File: src/rtl/any1_branch_predictor.sv
// gshare branch direction predictor for the ANY-1 fetch stage: a table of 2-bit
// saturating counters indexed by PC ^ global history and trained from resolved branches.
module any1_branch_predictor #(
    parameter  int ENTRIES  = 512,
    parameter  int AW       = 32,
    parameter  int GHR_BITS = 8,
    localparam int IDXB     = $clog2(ENTRIES)
) (
    input  logic            clk_i,
    input  logic            rst_ni,
    input  logic            pv_i,
    input  logic [AW-1:0]   pc_i,
    output logic            pvld_o,
    output logic            pt_o,
    output logic [1:0]      pctr_o,
    output logic [IDXB-1:0] pidx_o,
    input  logic            uv_i,
    input  logic [IDXB-1:0] uidx_i,
    input  logic [1:0]      uctr_i,
    input  logic            utakb_i,
    input  logic            upt_i,
    output logic            ready_o,
    output logic [31:0]     mispred_o
);

    typedef enum logic {S_INIT, S_RUN} state_t;

    state_t              r_state;
    logic [IDXB-1:0]     r_sweep;
    logic                r_ready;
    logic [GHR_BITS-1:0] r_ghr;
    logic [31:0]         r_mispred;
    logic [1:0]          r_table [ENTRIES];
    logic [1:0]          r_ram_q;
    logic                r_src_ram;
    logic [1:0]          r_fix_ctr;
    logic                r_pvld;
    logic [IDXB-1:0]     r_pidx;

    logic                w_run;
    logic [IDXB-1:0]     w_idx;
    logic                w_upd;
    logic [1:0]          w_new_ctr;
    logic                w_we;
    logic [IDXB-1:0]     w_waddr;
    logic [1:0]          w_wdata;
    logic [GHR_BITS-1:0] w_ghr_next;
    logic                w_unused_pc;

    assign w_run       = (r_state == S_RUN);
    assign w_idx       = pc_i[IDXB+1:2] ^ IDXB'(r_ghr);
    assign w_upd       = uv_i & w_run;
    assign w_unused_pc = ^{pc_i[AW-1:IDXB+2], pc_i[1:0]};

    always_comb begin
        w_new_ctr = uctr_i;
        if (utakb_i) begin
            if (uctr_i != 2'd3) w_new_ctr = uctr_i + 2'd1;
        end else begin
            if (uctr_i != 2'd0) w_new_ctr = uctr_i - 2'd1;
        end
    end

    generate
        if (GHR_BITS == 1) begin : g_ghr_one
            assign w_ghr_next = utakb_i;
        end else begin : g_ghr_shift
            assign w_ghr_next = {r_ghr[GHR_BITS-2:0], utakb_i};
        end
    endgenerate

    // Single write port: the init sweep owns it in INIT, resolved updates in RUN.
    assign w_we    = !w_run || uv_i;
    assign w_waddr = w_run ? uidx_i : r_sweep;
    assign w_wdata = w_run ? w_new_ctr : 2'b01;

    always_ff @(posedge clk_i) begin
        if (w_we) r_table[w_waddr] <= w_wdata;
    end

    // Registered read port; a same-cycle write to the same index is not forwarded.
    always_ff @(posedge clk_i) begin
        if (pv_i && w_run) r_ram_q <= r_table[w_idx];
    end

    always_ff @(posedge clk_i or negedge rst_ni) begin
        if (!rst_ni) begin
            r_state <= S_INIT;
            r_sweep <= '0;
            r_ready <= 1'b0;
        end else begin
            case (r_state)
                S_INIT: begin
                    r_sweep <= r_sweep + IDXB'(1);
                    if (r_sweep == IDXB'(ENTRIES - 1)) begin
                        r_state <= S_RUN;
                        r_ready <= 1'b1;
                    end
                end
                S_RUN: r_ready <= 1'b1;
                default: r_state <= S_INIT;
            endcase
        end
    end

    always_ff @(posedge clk_i or negedge rst_ni) begin
        if (!rst_ni) begin
            r_ghr     <= '0;
            r_mispred <= '0;
        end else if (w_upd) begin
            r_ghr <= w_ghr_next;
            if ((utakb_i != upt_i) && (r_mispred != 32'hFFFF_FFFF))
                r_mispred <= r_mispred + 32'd1;
        end
    end

    // r_src_ram selects the RAM output; INIT-time requests report a fixed weakly-not-taken value.
    always_ff @(posedge clk_i or negedge rst_ni) begin
        if (!rst_ni) begin
            r_pvld    <= 1'b0;
            r_src_ram <= 1'b0;
            r_fix_ctr <= 2'b00;
            r_pidx    <= '0;
        end else begin
            r_pvld <= pv_i;
            if (pv_i) begin
                r_src_ram <= w_run;
                r_pidx    <= w_idx;
                if (!w_run) r_fix_ctr <= 2'b01;
            end
        end
    end

    assign pvld_o    = r_pvld;
    assign pctr_o    = r_src_ram ? r_ram_q : r_fix_ctr;
    assign pt_o      = pctr_o[1];
    assign pidx_o    = r_pidx;
    assign ready_o   = r_ready;
    assign mispred_o = r_mispred;

endmodule
File: config.mk
export PLATFORM = sky130hd
export DESIGN_NAME = any1_branch_predictor
export DESIGN_NICKNAME = d
export VERILOG_FILES = /design/src/rtl/any1_branch_predictor.sv
export SDC_FILE = /design/constraint.sdc
export NUM_CORES = 2
export LEC_CHECK = 0
export BUFFER_PORTS_ARGS = -buffer_cell sky130_fd_sc_hd__buf_2
export CELL_PAD_IN_SITES_DETAIL_PLACEMENT = 0
export CELL_PAD_IN_SITES_GLOBAL_PLACEMENT = 1
export CORE_UTILIZATION = 51
export DETAILED_ROUTE_END_ITERATION = 10
export PLACE_DENSITY_LB_ADDON = 0.1
export SLEW_MARGIN = 20
export SYNTH_ARGS = -nofsm -noshare
export SYNTH_HDL_FRONTEND = slang
export SYNTH_SLANG_ARGS = --single-unit
File: constraint.sdc
create_clock -name clk_i -period 26.7 [get_ports clk_i]
set_clock_uncertainty 0.2 [all_clocks]
set_input_delay 4.005 -clock clk_i [delete_from_list [all_inputs] [get_ports clk_i]]
set_output_delay 4.005 -clock clk_i [all_outputs]
set_load 0.005 [all_outputs]
==> results.md <==
Global routing:
- The number of antenna violations at the first check in global routing came to 3.
- The maximum number of pins on one net before global-route repair is 272.
- The via count of the first global-routing pass is 25.9k.
- The aggregate global-route resource usage is 25.6%.
- After global routing the overflow that remains totals 0.
- The global-route wire length before repair is 167000 um.

Clocking:
- The cell sitting at the root of the clock tree is a clkbuf_16.
- The buffer count from post-CTS setup fixing is 0.
- For this design, the CTS-stage hold fixing added 0 buffers.
- After clock tree synthesis, the repair step resized 0 gates.
- In this run the number of H-tree levels came out at 3.
- After clock tree synthesis, the clock-pin slew on the worst setup and hold paths is 0.06 ns.
- For the worst-skew pair, the clock arrives at the later sink with an insertion delay of 0.69 ns.
- The buffer depth of the longest clock path is 3.
- The clock tree from TritonCTS is done.
- The number of clock buffers added by TritonCTS is 113.
- The count of clock tree sinks is 1089.

Yosys:
- The share of the Yosys chip area taken by registers is 72.3%.
- The main combinational cell family by area after synthesis is multiplexers.
- The cell count after synthesis is 2809.
- In this run the cell area of the synthesized design comes to 44800 um2.
- Among all flip-flop cells after synthesis, the most frequent one is edfxtp_1.
- The number of flip-flops and latches in the synthesized netlist is 1089.
- After synthesis, the netlist uses 64 different library cells.
- Summing the areas of all fa, ha and maj instances in the mapped netlist gives 0.0839% of the synthesized area.
- The synthesized netlist devotes 3.32% of its cell area to compound gates.
- The number of enable-type register cells in the synthesized netlist is 1026.
- Summing the areas of all and, or, nand and nor instances in the mapped netlist gives 8.85% of the synthesized area.
- A synthesized cell averages 15.9 um2.
- Of the total synthesized cell area, the portion taken by XOR and XNOR cells is 1.13%.
- After synthesis, the share of flip-flops with an asynchronous set or reset is 5.79%.
- Measured against the total synthesized area, the mux share comes to 12.1%.
- The synthesized net count is 2861.
- The count of synthesis-stage warnings from yosys is 0.

Route:
- The total detailed-routing wirelength is 112000 um.
- Using the TritonRoute via totals, the vias-per-cell ratio works out to 6.12.
- The detailed-route via count is 25.2k.
- The detail route stage leaves a number of antenna-violating nets equal to 0.
- The DRC marker count from the first detailed-route iteration is 2542.
- Dividing the detail-routed wire length by the instance count gives 27.1 um.
- The count of unresolved DRC violations after routing is 0.
- The number of iterations in the first detailed-routing pass is 5.

Worst setup path:
- The worst setup path is launched from an input port.
- STA classifies the critical path endpoint as a flop.
- The most numerous cell type found on the critical path is buf_4.
- For the worst setup path, the data required time is 26.89 ns.
- The worst setup path is of the input port to flop kind.
- The peak per-stage delay on the critical path is 0.83 ns.
- In this run the worst path has a maximum fanout of 54.
- Walking the worst path, the cells encountered are buf_2, xnor2_4, buf_4, buf_4, buf_4, buf_4, mux4_2, mux2i_1, a22oi_1, a41oi_1, o31ai_1, o21ai_0, o2bb2ai_1.
- The critical path buffer and inverter count is 5.
- The critical path data arrival time is 9.26 ns.
- The largest individual stage delay along the critical path comes from the cell buf_4.
- The cell family contributing the most delay on the critical path is buffers and inverters.

Timing:
- The setup violation total in the final timing report is 0.
- The maximum achievable frequency is 0.110 GHz.
- The period utilization is 34.0%.
- At the pin with the least slew margin, the transition time is 1.09 ns.
- Setup repair after global routing left no endpoint under its margin.
- The routed design could run at a clock period as short as 9.07 ns.
- The max-slew violation total from the final report is 0.
- The number of hold violations in the final report is 0.
- The setup TNS is 0 ns.
- The worst slew margin relative to its limit is 27.1%.

Power:
- The largest voltage drop on the vdd net is 0.0479 mV.
- In this run the static leakage power is 16.4 nW.
- The ratio of total power to cell area is 70.0 nW/um2.
- The overall power of the completed layout is 3.50 mW.

Worst hold path:
- The worst hold path belongs to the class flop to flop.

Cells and area:
- The number of nets in the layout is 2924.
- The share of layout cells above drive strength 1 is 19.0%.
- The area of all placed cells without fillers is 50100 um2.
- For this run, the share of the core covered by cells in the final layout is 57.6%.
- The area growth from synthesis to layout is 11.8%.

Run status:
- The flow ran to the end, and the final reports show no timing, DRC or antenna violations.

Placement:
- Routability-driven placement finished with a final weighted congestion of 0.785.
- The count of input and output buffers is 71.
- Summed over all nets, the half-perimeter wirelength after detailed placement is 62400 um.
- The post-place instance area is 46300 um2.

Floorplan:
- The core box area is 86900 um2.
- During I/O placement, the number of pins put on the boundary was 95.
- The chip height is 298 um.
- The die area is 89000 um2.
- The initial utilization of the core area, before any placement, comes to 51.5%.
- The number of cell rows is 108.
- The die is 298 um wide.

Run:
- Max-cap violations in this run came to 0.
[registers in the layout, summed over array words and instances (netlist names), 2 cells and up]
name       flops
r_table     1024
mispred_o     32
pidx_o         9
r_sweep        9
r_ghr          8
r_ram_q        2
[path summary, 6_finish.rpt]
path	startpoint	to	slack [ns]	cells past startpoint
min	r_fix_ctr[0]$_DFFE_PN0P_	r_fix_ctr[0]$_DFFE_PN0P_	0.26	1
max reg2reg	r_ghr[0]$_DFFE_PN0P_	r_ram_q[0]$_DFFE_PP_	20.54	12
max	pc_i[2]	r_ram_q[0]$_DFFE_PP_	17.63	13
min in group asynchronous	rst_ni	mispred_o[26]$_DFFE_PN0P_	3.30	2
max in group asynchronous	rst_ni	r_ghr[5]$_DFFE_PN0P_	22.40	2
min reg2reg	r_fix_ctr[0]$_DFFE_PN0P_	r_fix_ctr[0]$_DFFE_PN0P_	0.26	1
[placed cells by master (no fill, tap or decap), types with 26 or more instances in the layout]
cell type  Yosys  routed
a21oi_1       64      63
a22oi_1       33      33
buf_2         14      71
buf_4         24      53
clkbuf_1      94      26
clkbuf_16      0     119
dfrtp_1       63      63
edfxtp_1    1026    1026
mux4_2       218     218
nand2_1      288     271
nand3_1       67      67
nor2_1       577     576
xnor2_1       32      26
[report_power, final]
group	internal (mW)	leakage, nW	switching [mW]
clock	0.901	1.78	0.651
sequential	1.84	10.7	0.000798
combinational	0.0398	3.90	0.0691
total	2.78	16.4	0.721
[layer usage]
layer  part of all wire (%)  global-route usage, %
met1                     42                   36.1
met2                     48                   40.7
met3                    7.9                   5.22
met4                    2.3                   7.09
met5                  0.011                      0
[cell type report]
class                   instances  area [um2]
inverters                      14        52.6
diodes                          2        5.00
repair buffers                130         871
clock inverters                61         542
flip-flops and latches       1089       32400
multi-input cells            1524       11600
clock buffers                 149        3130
fillers                      6742       36800
well taps                    1155        1450
[cell families after synthesis]
group	after synthesis
AO/OA/AOI/OAI	213
AND/OR/NAND/NOR	993
adder cells (fa/ha/maj)	3
buffers and inverters	196
multiplexers	261
XOR/XNOR	54
flip-flops	1089
[cells in the mapped netlist (12+ instances only)]
cell type	n	share of area, %
a2111oi_0	16	0.31
a21oi_1	64	0.72
a22oi_1	33	0.55
a31oi_1	14	0.20
buf_1	35	0.29
buf_2	14	0.16
buf_4	24	0.40
buf_6	14	0.35
clkbuf_1	94	0.79
dfrtp_1	63	3.5
edfxtp_1	1026	69
inv_1	14	0.12
mux2_2	16	0.40
mux2i_1	23	0.51
mux4_2	218	11
nand2_1	288	2.4
nand3_1	67	0.75
nand4_1	16	0.22
nor2_1	577	4.8
nor3_1	16	0.18
o211ai_1	12	0.20
xnor2_1	32	0.63
xor2_1	19	0.37
[metrics by stage]
| stage | hold WS [ns] | setup WS, ns | cells |
|---|---|---|---|
| floorplan | 0.224 | 5.84 | 2809 |
| global placement | 0.235 | 16.91 | 3910 |
| detailed placement | 0.249 | 16.83 | 3910 |
| CTS | 0.264 | 17.58 | 4120 |
| global route | 0.290 | 17.30 | 4122 |
| finish | 0.262 | 17.63 | 4124 |
Power figures use the tool's default switching activity.
